==> src/rtl/ds_tos_cache.sv <==
// ds_tos_cache: register cache for the top two data-stack cells (TOS, NOS).
// Forth stack ops run in one cycle. Cells spill from NOS into the EBR stack
// below, and NOS refills from it after a one-cycle bubble.
// Optional feature macro: DS_HIWATER_EN adds a `hiwater` peak-depth output.
module ds_tos_cache #(
   parameter int DEPTH = 64,
   parameter int DSZ   = 32,
   parameter int CSZ   = $clog2(DEPTH + 3)
) (
   input  logic           clk,
   input  logic           rst,
   input  logic           req_vld,
   output logic           req_rdy,
   input  logic [2:0]     req_op,
   input  logic [DSZ-1:0] din,
   output logic [DSZ-1:0] tos,
   output logic [DSZ-1:0] nos,
   output logic [CSZ-1:0] depth,
   output logic           err_ovf,
   output logic           err_udf,
   output logic           ss_en,
   output logic [1:0]     ss_op,
   output logic [DSZ-1:0] ss_vi,
   input  logic [DSZ-1:0] ss_s
`ifdef DS_HIWATER_EN
   ,
   output logic [CSZ-1:0] hiwater
`endif
);

   localparam logic [2:0] OP_PUSH = 3'd1;
   localparam logic [2:0] OP_POP  = 3'd2;
   localparam logic [2:0] OP_DUP  = 3'd3;
   localparam logic [2:0] OP_SWAP = 3'd4;
   localparam logic [2:0] OP_OVER = 3'd5;
   localparam logic [2:0] OP_REPL = 3'd6;

   localparam logic [1:0] SS_NOP  = 2'd0;
   localparam logic [1:0] SS_PUSH = 2'd1;
   localparam logic [1:0] SS_POP  = 2'd2;

   localparam logic [CSZ-1:0] FULL = CSZ'(DEPTH + 2);

   typedef enum logic {ST_RUN, ST_FILL} state_t;

   state_t         state_reg, state_next;
   logic [DSZ-1:0] tos_reg, tos_next;
   logic [DSZ-1:0] nos_reg, nos_next;
   logic [CSZ-1:0] depth_reg, depth_next;
   logic           err_ovf_reg, err_udf_reg;

   logic accept;
   logic d_ge1, d_ge2, d_gt2, d_full;
   logic grow, shrink, ovf_hit, udf_hit, op_ok;
   logic spill, fetch;

   assign accept = req_vld && req_rdy;
   assign d_ge1  = (depth_reg != '0);
   assign d_ge2  = (depth_reg >= CSZ'(2));
   assign d_gt2  = (depth_reg >  CSZ'(2));
   assign d_full = (depth_reg == FULL);

   // Classify the accepted op: does it grow/shrink the stack, or is it refused
   always_comb begin
      grow    = 1'b0;
      shrink  = 1'b0;
      ovf_hit = 1'b0;
      udf_hit = 1'b0;
      if (accept) begin
         case (req_op)
            OP_PUSH: if (d_full) ovf_hit = 1'b1; else grow = 1'b1;
            OP_POP:  if (!d_ge1) udf_hit = 1'b1; else shrink = 1'b1;
            OP_DUP: begin
               if (!d_ge1)      udf_hit = 1'b1;
               else if (d_full) ovf_hit = 1'b1;
               else             grow    = 1'b1;
            end
            OP_SWAP: if (!d_ge2) udf_hit = 1'b1;
            OP_OVER: begin
               if (!d_ge2)      udf_hit = 1'b1;
               else if (d_full) ovf_hit = 1'b1;
               else             grow    = 1'b1;
            end
            OP_REPL: if (!d_ge1) udf_hit = 1'b1;
            default: ;
         endcase
      end
   end

   assign op_ok = accept && !ovf_hit && !udf_hit;
   // A growing op pushes old NOS below once NOS holds a live cell;
   // a shrinking op pulls a cell up only while the EBR holds one.
   assign spill = grow && d_ge2;
   assign fetch = shrink && d_gt2;

   // Next-state logic: a POP that empties a cell from the EBR costs a refill cycle
   always_comb begin
      state_next = state_reg;
      case (state_reg)
         ST_RUN:  if (fetch) state_next = ST_FILL;
         ST_FILL: state_next = ST_RUN;
         default: state_next = ST_RUN;
      endcase
   end

   // FSM outputs: handshake and the EBR command bus
   always_comb begin
      req_rdy = (state_reg == ST_RUN);
      ss_op   = SS_NOP;
      if (spill)      ss_op = SS_PUSH;
      else if (fetch) ss_op = SS_POP;
      ss_en   = spill || fetch;
      ss_vi   = nos_reg;
   end

   // Datapath: next TOS/NOS/depth for the accepted op or the refill cycle
   always_comb begin
      tos_next   = tos_reg;
      nos_next   = nos_reg;
      depth_next = depth_reg;
      if (state_reg == ST_FILL) begin
         nos_next = ss_s;
      end else if (op_ok) begin
         case (req_op)
            OP_PUSH: begin
               nos_next = tos_reg;
               tos_next = din;
            end
            OP_POP: begin
               tos_next = nos_reg;
               if (!d_gt2) nos_next = '0;
            end
            OP_DUP:  nos_next = tos_reg;
            OP_SWAP, OP_OVER: begin
               tos_next = nos_reg;
               nos_next = tos_reg;
            end
            OP_REPL: tos_next = din;
            default: ;
         endcase
         if (grow)   depth_next = depth_reg + CSZ'(1);
         if (shrink) depth_next = depth_reg - CSZ'(1);
      end
   end

   // State and datapath registers; errors are sticky until reset
   always_ff @(posedge clk or negedge rst) begin
      if (!rst) begin
         state_reg   <= ST_RUN;
         tos_reg     <= '0;
         nos_reg     <= '0;
         depth_reg   <= '0;
         err_ovf_reg <= 1'b0;
         err_udf_reg <= 1'b0;
      end else begin
         state_reg   <= state_next;
         tos_reg     <= tos_next;
         nos_reg     <= nos_next;
         depth_reg   <= depth_next;
         err_ovf_reg <= err_ovf_reg | ovf_hit;
         err_udf_reg <= err_udf_reg | udf_hit;
      end
   end

   assign tos     = tos_reg;
   assign nos     = nos_reg;
   assign depth   = depth_reg;
   assign err_ovf = err_ovf_reg;
   assign err_udf = err_udf_reg;

`ifdef DS_HIWATER_EN
   logic [CSZ-1:0] hiwater_reg;

   // Peak depth, following the depth register one cycle later
   always_ff @(posedge clk or negedge rst) begin
      if (!rst)                       hiwater_reg <= '0;
      else if (depth_reg > hiwater_reg) hiwater_reg <= depth_reg;
   end

   assign hiwater = hiwater_reg;
`endif

endmodule

==> config.mk <==
export PLATFORM = sky130hd
export DESIGN_NAME = ds_tos_cache
export DESIGN_NICKNAME = d
export VERILOG_FILES = /design/src/rtl/ds_tos_cache.sv
export SDC_FILE = /design/constraint.sdc
export NUM_CORES = 1
export LEC_CHECK = 0
export ABC_AREA = 1
export ABC_CLOCK_PERIOD_IN_PS = 2200
export CAP_MARGIN = 20
export CELL_PAD_IN_SITES_DETAIL_PLACEMENT = 1
export CELL_PAD_IN_SITES_GLOBAL_PLACEMENT = 1
export CORE_MARGIN = 10
export CORE_UTILIZATION = 27
export DETAILED_ROUTE_END_ITERATION = 6
export PLACE_DENSITY_LB_ADDON = 0.1
export SLEW_MARGIN = 25
export SYNTH_ARGS = -nofsm -noshare
export SYNTH_HDL_FRONTEND = slang
export SYNTH_SLANG_ARGS = --single-unit
==> constraint.sdc <==
create_clock -name clk -period 2.2 [get_ports clk]
set_clock_uncertainty 0.2 [all_clocks]
set_input_delay 0.22 -clock clk [delete_from_list [all_inputs] [get_ports clk]]
set_output_delay 0.22 -clock clk [all_outputs]
set_load 0.02 [all_outputs]
==> out/results.txt, run 1 <==
library cells used by synthesis = 29
height of the die = 146 um
Starting Density = 27.3%
Avg WL per Cell = 18.6 um
syn_nets = 626
pre-CTS setup slack = -0.412 ns
Final Slew Violations = 0
pwr/cell area = 1260 nW/um2
GRT Residual Overflow = 0
largest net degree at the start of global routing = 48
FP Rows = 46
Detailed Routing Iterations Pass 1 = 4
first-pass GRT wire length = 27,800 um
Slew @ Worst Pin = 0.535 ns
layout net count = 810
status = complete, but fails checks
Final Setup Violations = 4
Reg2Reg Capture Point = depth[5]
vias in the first global route = 4,950
R2R Setup Slk = -0.06 ns
Pleak = 0.00316 uW
top cell type's share of synthesized area = 43.0%
Final Wtd Congestion = 0.854
layout cells sized above 1 = 19.4%
R2R depth = 14
crit path DAT = 2.33 ns
Diodes inserted = 0
Syn Std Cell Area = 4310 um2
sequential area share after synthesis = 43.0%
CP Class = reg -> reg
clk_lat worst skew = 0.34 ns
Synth Area per Inst = 7.83 um2
CTS Buf Count = 9
DP Cell Count = 928
commonest cells after routing, fill and taps aside = nand2_1, clkdlybuf4s50_1, dfrtp_1
CTS max path bufs = 2
Hold Path Class = in -> async
Gate Count Post-Synth = 550
vias = 4,484
Layout Cells excl Fill = 955
most common cell after layout, fill and taps aside = nand2_1
Final Hold Fails = 0
# IOs = 179
largest cells by area after synthesis = dfrtp_1, nand2_1, mux2i_1, buf_4, nand3_1
drt total wl = 17,800 um
synthesized flop and latch total = 74
post-route clock period utilization = 103%
H-tree depth = 3
MaxCap Viol Count = 0
Die ar. = 21,400 um2
CP endpoint kind = flop
initial antenna violation count = 1
min cycle time layout = 2.26 ns
Max Clk Rate = 443 MHz
clk sinks = 74
gr usage total = 16.0%
DR DRC count = 0
core region area = 15,800 um2
Die Wd = 146 um
Worst EP required = 2.27 ns
vias per cell = 4.70
Peak VDD IR = 0.417 mV
Total Power = 8990 uW
I/O Buffers = 178
worst r2r src = depth[0]
failing checks = setup timing
Worst-path clk slew = 0.06 ns
setup ws final = -0.0571 ns
startpoint types = flop
Slew headroom = 64.3%
area grow syn2layout = 65.5%
CP max FO = 5
synth warn = 0
Post-DP HPWL = 12,800 um
CTS tree = yes
initial DRC count = 168
Detail Route Antenna Nets = 0
RSZ-0062 raised after global routing = true
clk root buf = clkbuf_16
top cell type by total area after synthesis = dfrtp_1
-- worst max-delay path, cell delays in order (launching register included) --
cell,delay [ns]
dfrtp_2,0.42
inv_2,0.07
nand2_2,0.06
nor2_4,0.12
nand2_4,0.07
nand2_4,0.08
clkinvlp_4,0.21
ha_4,0.38
nand2_2,0.06
inv_2,0.06
nand4_1,0.08
nand3_1,0.11
xor2_1,0.15
nand2_1,0.07
nand2_1,0.06
-- layer usage --
| metal | vias to the layer above | wire, um | global-route usage [%] |
|---|---|---|---|
| li1 | 2142 | - | - |
| met1 | 2197 | 7630 | 18.6 |
| met3 | 16 | 1100 | 4.70 |
| met5 | - | 13 | 0 |
| met2 | 127 | 8810 | 28.0 |
| met4 | 2 | 225 | 4.50 |
-- worst max path at each step --
stage,startpoint,end,slack [ns],cells past startpoint
after global routing,depth[3],depth[6],-0.22,14
after detailed placement,req_op[0],depth[6],-0.41,13
final,depth[0],depth[5],-0.06,14
after floorplan,depth[0],depth[5],-0.20,14
after global placement,req_op[0],depth[6],-0.31,14
after CTS,depth[0],depth[5],-0.06,14
-- synth_stat cells --
master and count:
buf_4 37, nor2_4 1, buf_2 12, inv_1 11
ha_1 5, o21ai_2 1, clkbuf_4 3, nand4_1 2
a31oi_1 1, fa_1 1, a21oi_1 4, nor3_1 1
clkbuf_1 11, nand3_1 48, nor2_1 17, nand2_1 202
o21ai_0 35, xor2_1 2, nand3b_1 1, mux2i_1 32
nand2_2 4, o21ai_1 32, dfrtp_1 74, o22ai_1 1
nor2_2 1, xnor2_1 2, inv_2 5, nand3_4 2
a21o_1 2
-- logic make-up (layout without fill, tap and decap cells) --
family | Yosys count | after routing | share of synthesized area, %
AOI/OAI and AO/OA | 76 | 76 | 9.09
xor gates and xnor gates | 4 | 4 | 0.813
adders and majority gates | 6 | 6 | 1.92
buffers and inverters | 79 | 268 | 10.7
DFF | 74 | 74 | 43.0
muxes | 32 | 32 | 7.44
and+or+nand+nor | 279 | 279 | 27.0
-- report_power, final --
group | switching, uW | internal, uW | leakage, uW
registers | 497 | 1860 | 0.000981
logic | 2570 | 2410 | 0.00202
clock network | 616 | 1030 | 0.000159
-- metrics by stage --
| stage | hold WS (ns) | utilization, % | TNS, ns | instance area, um2 |
|---|---|---|---|---|
| after CTS | 0.206 | 43.7 | -0.177 | 6900 |
| after global placement | 0.0220 | 41.0 | -2.61 | 6460 |
| after global routing | 0.239 | 45.2 | -0.958 | 7130 |
| after floorplan | -0.276 | - | -0.770 | 4380 |
| after detailed placement | 0.0301 | 41.0 | -6.55 | 6460 |
| final | 0.194 | 45.2 | -0.139 | 7130 |
-- layout make-up --
class,instances,area [um2]
Multi-Input combinational cell,397,2230
Timing Repair Buffer,236,2380
Clock buffer,10,239
Tap cell,216,270
Inverter,16,63.8
Fill cell,1860,8640
Clock inverter,6,90.1
Sequential cell,74,1860
-- timing repair --
action,4_1_cts,5_1_grt
resized for setup,30,49
cloned,0,3
setup buffers,8,1
hold buffers,1,0
pin swaps,14,14
hold endpoints to repair,34,0
setup endpoints to repair,8,73
No activity file was read; power rests on OpenSTA's default activity.
==> inputs of run 2 (changes only) <==
--- a/config.mk
+++ b/config.mk
@@ -7,7 +7,7 @@
 export LEC_CHECK = 0
 export ABC_AREA = 1
 export ABC_CLOCK_PERIOD_IN_PS = 2200
-export CAP_MARGIN = 20
+export CAP_MARGIN = 5
 export CELL_PAD_IN_SITES_DETAIL_PLACEMENT = 1
 export CELL_PAD_IN_SITES_GLOBAL_PLACEMENT = 1
 export CORE_MARGIN = 10
==> results of run 2 <==
Same layout as run 1: the final DEF is identical, and so are final timing and power.
